===== config.mk =====
export PLATFORM = sky130hd
export DESIGN_NAME = rvb_pcpi_bridge
export DESIGN_NICKNAME = d
export VERILOG_FILES = /design/src/rtl/rvb_pcpi_bridge.sv
export SDC_FILE = /design/constraint.sdc
export NUM_CORES = 1
export LEC_CHECK = 0
export CORE_MARGIN = 8
export CORE_UTILIZATION = 41
export DETAILED_ROUTE_END_ITERATION = 7
export PLACE_DENSITY = 0.89
export SYNTH_ARGS = -nofsm -noshare
export SYNTH_HDL_FRONTEND = slang
export SYNTH_SLANG_ARGS = --single-unit

===== constraint.sdc =====
create_clock -name clock -period 5.5 [get_ports clock]
set_input_delay 1.1 -clock clock [delete_from_list [all_inputs] [get_ports clock]]
set_output_delay 1.1 -clock clock [all_outputs]
set_load 0.005 [all_outputs]

===== src/rtl/rvb_pcpi_bridge.sv =====
// PCPI co-processor front end for a bit-manip unit with din/dout valid/ready ports.
// Decodes bext/bdep/grev (plus RV64 W-forms), issues one request, returns one result.
module rvb_pcpi_bridge #(
    parameter int XLEN = 32,
    parameter bit GREV = 1'b1
) (
    input  logic            clock,
    input  logic            reset,
    input  logic            pcpi_valid,
    input  logic [31:0]     pcpi_insn,
    input  logic [XLEN-1:0] pcpi_rs1,
    input  logic [XLEN-1:0] pcpi_rs2,
    output logic            pcpi_wr,
    output logic [XLEN-1:0] pcpi_rd,
    output logic            pcpi_wait,
    output logic            pcpi_ready,
    output logic            din_valid,
    input  logic            din_ready,
    output logic [XLEN-1:0] din_rs1,
    output logic [XLEN-1:0] din_rs2,
    output logic            din_insn3,
    output logic            din_insn13,
    output logic            din_insn14,
    output logic            din_insn30,
    input  logic            dout_valid,
    output logic            dout_ready,
    input  logic [XLEN-1:0] dout_rd
);

    localparam int          NUM_OPS   = 3;
    localparam logic [31:0] DEC_MASK  = 32'hFE00707F;
    localparam logic [31:0] W_OPC_BIT = 32'h00000008;

    typedef enum logic [2:0] {IDLE, ISSUE, WAIT, RESP, HOLD, DRAIN} state_t;

    function automatic logic [31:0] op_pattern(input int idx);
        return (idx == 0) ? 32'h08006033 :
               (idx == 1) ? 32'h48006033 : 32'h68005033;
    endfunction

    state_t          state_reg, state_next;
    logic [XLEN-1:0] rs1_reg, rs2_reg, rd_reg;
    logic            insn3_reg, insn13_reg, insn14_reg, insn30_reg;
    logic [31:0]     insn_masked;
    logic [2*NUM_OPS-1:0] pat_hit;
    logic            insn_match;
    logic            accept;
    logic            capture;

    // Entries 0..2 are the base opcodes, 3..5 the same ops with the 0x3B W-form opcode.
    assign insn_masked = pcpi_insn & DEC_MASK;

    for (genvar gi = 0; gi < 2 * NUM_OPS; gi++) begin : g_decode
        localparam bit          IS_WFORM = (gi >= NUM_OPS);
        localparam bit          ENABLED  = (((gi % NUM_OPS) != 2) || GREV) &&
                                           (!IS_WFORM || (XLEN == 64));
        localparam logic [31:0] PATTERN  = op_pattern(gi % NUM_OPS) |
                                           (IS_WFORM ? W_OPC_BIT : 32'h0);
        if (ENABLED) begin : g_on
            assign pat_hit[gi] = (insn_masked == PATTERN);
        end else begin : g_off
            assign pat_hit[gi] = 1'b0;
        end
    end

    assign insn_match = |pat_hit;
    assign accept     = (state_reg == IDLE) && pcpi_valid && insn_match;
    // A result that lands in the same cycle the core gives up is consumed but not returned.
    assign capture    = (state_reg == WAIT) && dout_valid && pcpi_valid;

    always_ff @(posedge clock or posedge reset) begin
        if (reset) begin
            state_reg  <= IDLE;
            rs1_reg    <= '0;
            rs2_reg    <= '0;
            rd_reg     <= '0;
            insn3_reg  <= 1'b0;
            insn13_reg <= 1'b0;
            insn14_reg <= 1'b0;
            insn30_reg <= 1'b0;
        end else begin
            state_reg <= state_next;
            if (accept) begin
                rs1_reg    <= pcpi_rs1;
                rs2_reg    <= pcpi_rs2;
                insn3_reg  <= pcpi_insn[3] & (XLEN == 64);
                insn13_reg <= pcpi_insn[13];
                insn14_reg <= pcpi_insn[14];
                insn30_reg <= pcpi_insn[30];
            end
            if (capture) begin
                rd_reg <= dout_rd;
            end
        end
    end

    always_comb begin
        state_next = state_reg;
        din_valid  = 1'b0;
        dout_ready = 1'b0;
        pcpi_wait  = 1'b0;
        pcpi_ready = 1'b0;
        pcpi_wr    = 1'b0;
        case (state_reg)
            IDLE: begin
                if (accept) state_next = ISSUE;
            end
            ISSUE: begin
                din_valid = 1'b1;
                pcpi_wait = 1'b1;
                if (din_ready) state_next = pcpi_valid ? WAIT : DRAIN;
            end
            WAIT: begin
                dout_ready = 1'b1;
                pcpi_wait  = 1'b1;
                if (dout_valid)       state_next = pcpi_valid ? RESP : IDLE;
                else if (!pcpi_valid) state_next = DRAIN;
            end
            RESP: begin
                pcpi_ready = 1'b1;
                pcpi_wr    = 1'b1;
                state_next = HOLD;
            end
            HOLD: begin
                // Core still shows the finished request; wait for it to let go.
                if (!pcpi_valid) state_next = IDLE;
            end
            DRAIN: begin
                dout_ready = 1'b1;
                if (dout_valid) state_next = IDLE;
            end
            default: state_next = IDLE;
        endcase
    end

    assign din_rs1    = rs1_reg;
    assign din_rs2    = rs2_reg;
    assign din_insn3  = insn3_reg;
    assign din_insn13 = insn13_reg;
    assign din_insn14 = insn14_reg;
    assign din_insn30 = insn30_reg;
    assign pcpi_rd    = rd_reg;

endmodule


==> reports/results.ini <==
[detailed_routing]
routed_via_density = 4.78
avgRoutedWirePerCell_um = 18.6
dr_total_vias = 2932
drc = 0
antenna_left = 0
wl_um = 11400
drtPass1Iterations = 4
drtIter0Drc = 71

[floorplanning]
die_x_um = 115
io_pins = 238
start_util_pct = 41.7
placement_rows = 36
dieHeight_um = 115
core_region_area_mm2 = 0.00968
dieArea_mm2 = 0.0133

[synthesis]
syn_inst = 256
async_flop_share_pct = 100
syn_nets = 389
yosysMostFrequentCell = dfrtp_1
synth-edff-count = 0
yosys_warnings = 0
synth_seq_cells = 102
ys_seq_area_share_pct = 63.2
synth_area_mm2 = 0.00404
yosysTopAreaCell = dfrtp_1
synthTopCellsByArea = dfrtp_1, mux2_2, mux2_1, buf_6, buf_4
synth_flop_cell = dfrtp_1
synth.avg_cell_area_um2 = 15.8
ys_top_cells_by_count = dfrtp_1, mux2_2, mux2_1
yosys.cell_types.count = 31
yosysTopAreaCellShare_pct = 63.2

[status]
status = complete, no violations

[grt]
antenna_found_initial = 0
grt-ovfl-total = 0
first_global_vias = 3317
grt_use_total_pct = 17.6
grt_start_max_net_pins = 63
grt_pass1_wl_um = 17900

[timing]
hold_ws_ns = 0.479
rsz0062_at_grt = no
skew_ns = 0.00401
worst_slew_pin_slew_ns = 0.763
finalHoldViolations = 0
finalSetupTns_ns = 0
max_slew_margin_pct = 49.1
fin_crit_sh_pct = 56.2
final.min_clock_period_ns = 3.09
max_freq_ghz = 0.323
setup_viol = 0
slew_violations = 0
fin_ws_ns = 2.41

[critical_path]
cp_data_required_time_ns = 4.40
cp-end-kind = output port
critPathKind = flop to output port
crit_slowest_cell = clkdlybuf4s50_1
cp.arrival_ns = 1.99
cp_max_fo = 9
slowest_delay_ns = 0.57
cp_cell_sequence = nor2b_1 -> nand2_1 -> o21ai_0 -> clkdlybuf4s50_1
start_kind = flop

[clocking]
clock-sinks = 102
clk_latency_ns = 0.36
postCtsSetupBuffers = 0
root_buffer = clkbuf_8
cts_buffers = 9
htreeDepth = 3
cts_resized = 0
clockBufferDepth = 2
clkTransAtPathRegs_ns = 0.09
cts_tree = built
cts_hold_buffers = 0

[finish]
regArea_mm2 = 0.00255
drive_above_1_share_pct = 21.4
nFillCells = 720
antenna_cells = 0
area_growth_pct = 61.2
instances_no_fill = 614
fin_nets = 610
multi_input_area_mm2 = 0.00134

[placed_design]
portBuffers = 221
gp_congestion = 0.847
post-place-cells = 599
dpl.hpwl_um = 9170
post-place-ws_ns = 2.18

[worst_hold_path]
hold_path.class = flop to flop

[flow_run]
drv_cap = 0

[pwr]
p_leak_nw = 2.99
ir_worst_vdd_mv = 0.141
powerDensity_mw_per_mm2 = 277

==> layout by cell type, fill, tap and decap left out, drive strengths merged, types with 2 or more instances in the layout <==
cell type	n
clkbuf	10
dfrtp	102
nor3b	2
nand3	2
a21oi	3
inv	6
mux2	98
clkdlybuf4s50	221
nand2b	2
nand2	4
nor3	2
clkinv	4
buf	4
nor4b	2
nor2b	2
nor2	4
==> kinds of logic after synthesis <==
logic type	share of synthesized area, %
other cells	0.0928
mux	27.3
simple gates	3.81
compound gates	1.92
buf+inv	3.69
flops	63.2
==> per-layer routing <==
metal | track usage (%) | wire length [um] | vias to the layer above
met3 | 7.98 | 1390 | 15
met4 | 7.79 | 222 | 0
li1 | - | - | 1336
met2 | 30.7 | 5810 | 140
met5 | 0 | 0 | -
met1 | 17.8 | 4020 | 1441
==> worst paths after layout <==
check | start | end | slack (ns) | cells past startpoint
setup / recovery | state_reg[0]$_DFFE_PP0P_ | dout_ready | 2.41 | 4
hold / removal | din_insn14$_DFFE_PP0P_ | din_insn14$_DFFE_PP0P_ | 0.48 | 1
setup reg to reg | state_reg[2]$_DFFE_PP0P_ | din_rs1[3]$_DFFE_PP0P_ | 3.34 | 5
hold reg to reg | din_insn14$_DFFE_PP0P_ | din_insn14$_DFFE_PP0P_ | 0.48 | 1
max in group asynchronous | reset | din_rs2[31]$_DFFE_PP0P_ | 3.22 | 3
min in group asynchronous | reset | din_rs1[7]$_DFFE_PP0P_ | 1.22 | 2
==> stage by stage <==
| stage | total power, mW | cell area [um2] | utilization [%] |
|---|---|---|---|
| after CTS | 1.84 | 6510 | 67.2 |
| after detailed placement | 1.38 | 6320 | 65.3 |
| after floorplan | 1.06 | 4040 | - |
| after global placement | 1.35 | 6320 | 65.3 |
| final | 1.81 | 6510 | 67.2 |
| after global routing | 1.90 | 6510 | 67.2 |
==> critical path: cells and delay by family, from the launching register on <==
family | cells | cell delay, ns
flip-flops | 1 | 0.50
buffers and inverters | 1 | 0.57
AO/OA/AOI/OAI | 1 | 0.12
AND/OR/NAND/NOR | 2 | 0.45
==> power breakdown <==
part	switching [mW]	leakage, nW	total [mW]	internal [mW]
logic	0.135	1.49	0.453	0.318
clock network	0.237	0.102	0.455	0.217
registers	0.0575	1.40	0.899	0.842
==> cell type report <==
| cell class | count | area share [%] |
|---|---|---|
| sequential | 102 | 39.2 |
| tap | 133 | 2.56 |
| timing repair buffer | 225 | 34.4 |
| multi-input combinational | 133 | 20.6 |
| clock buffer | 10 | 2.11 |
| clock inverter | 5 | 0.768 |
| inverter | 6 | 0.384 |
Power figures use the tool's default switching activity.
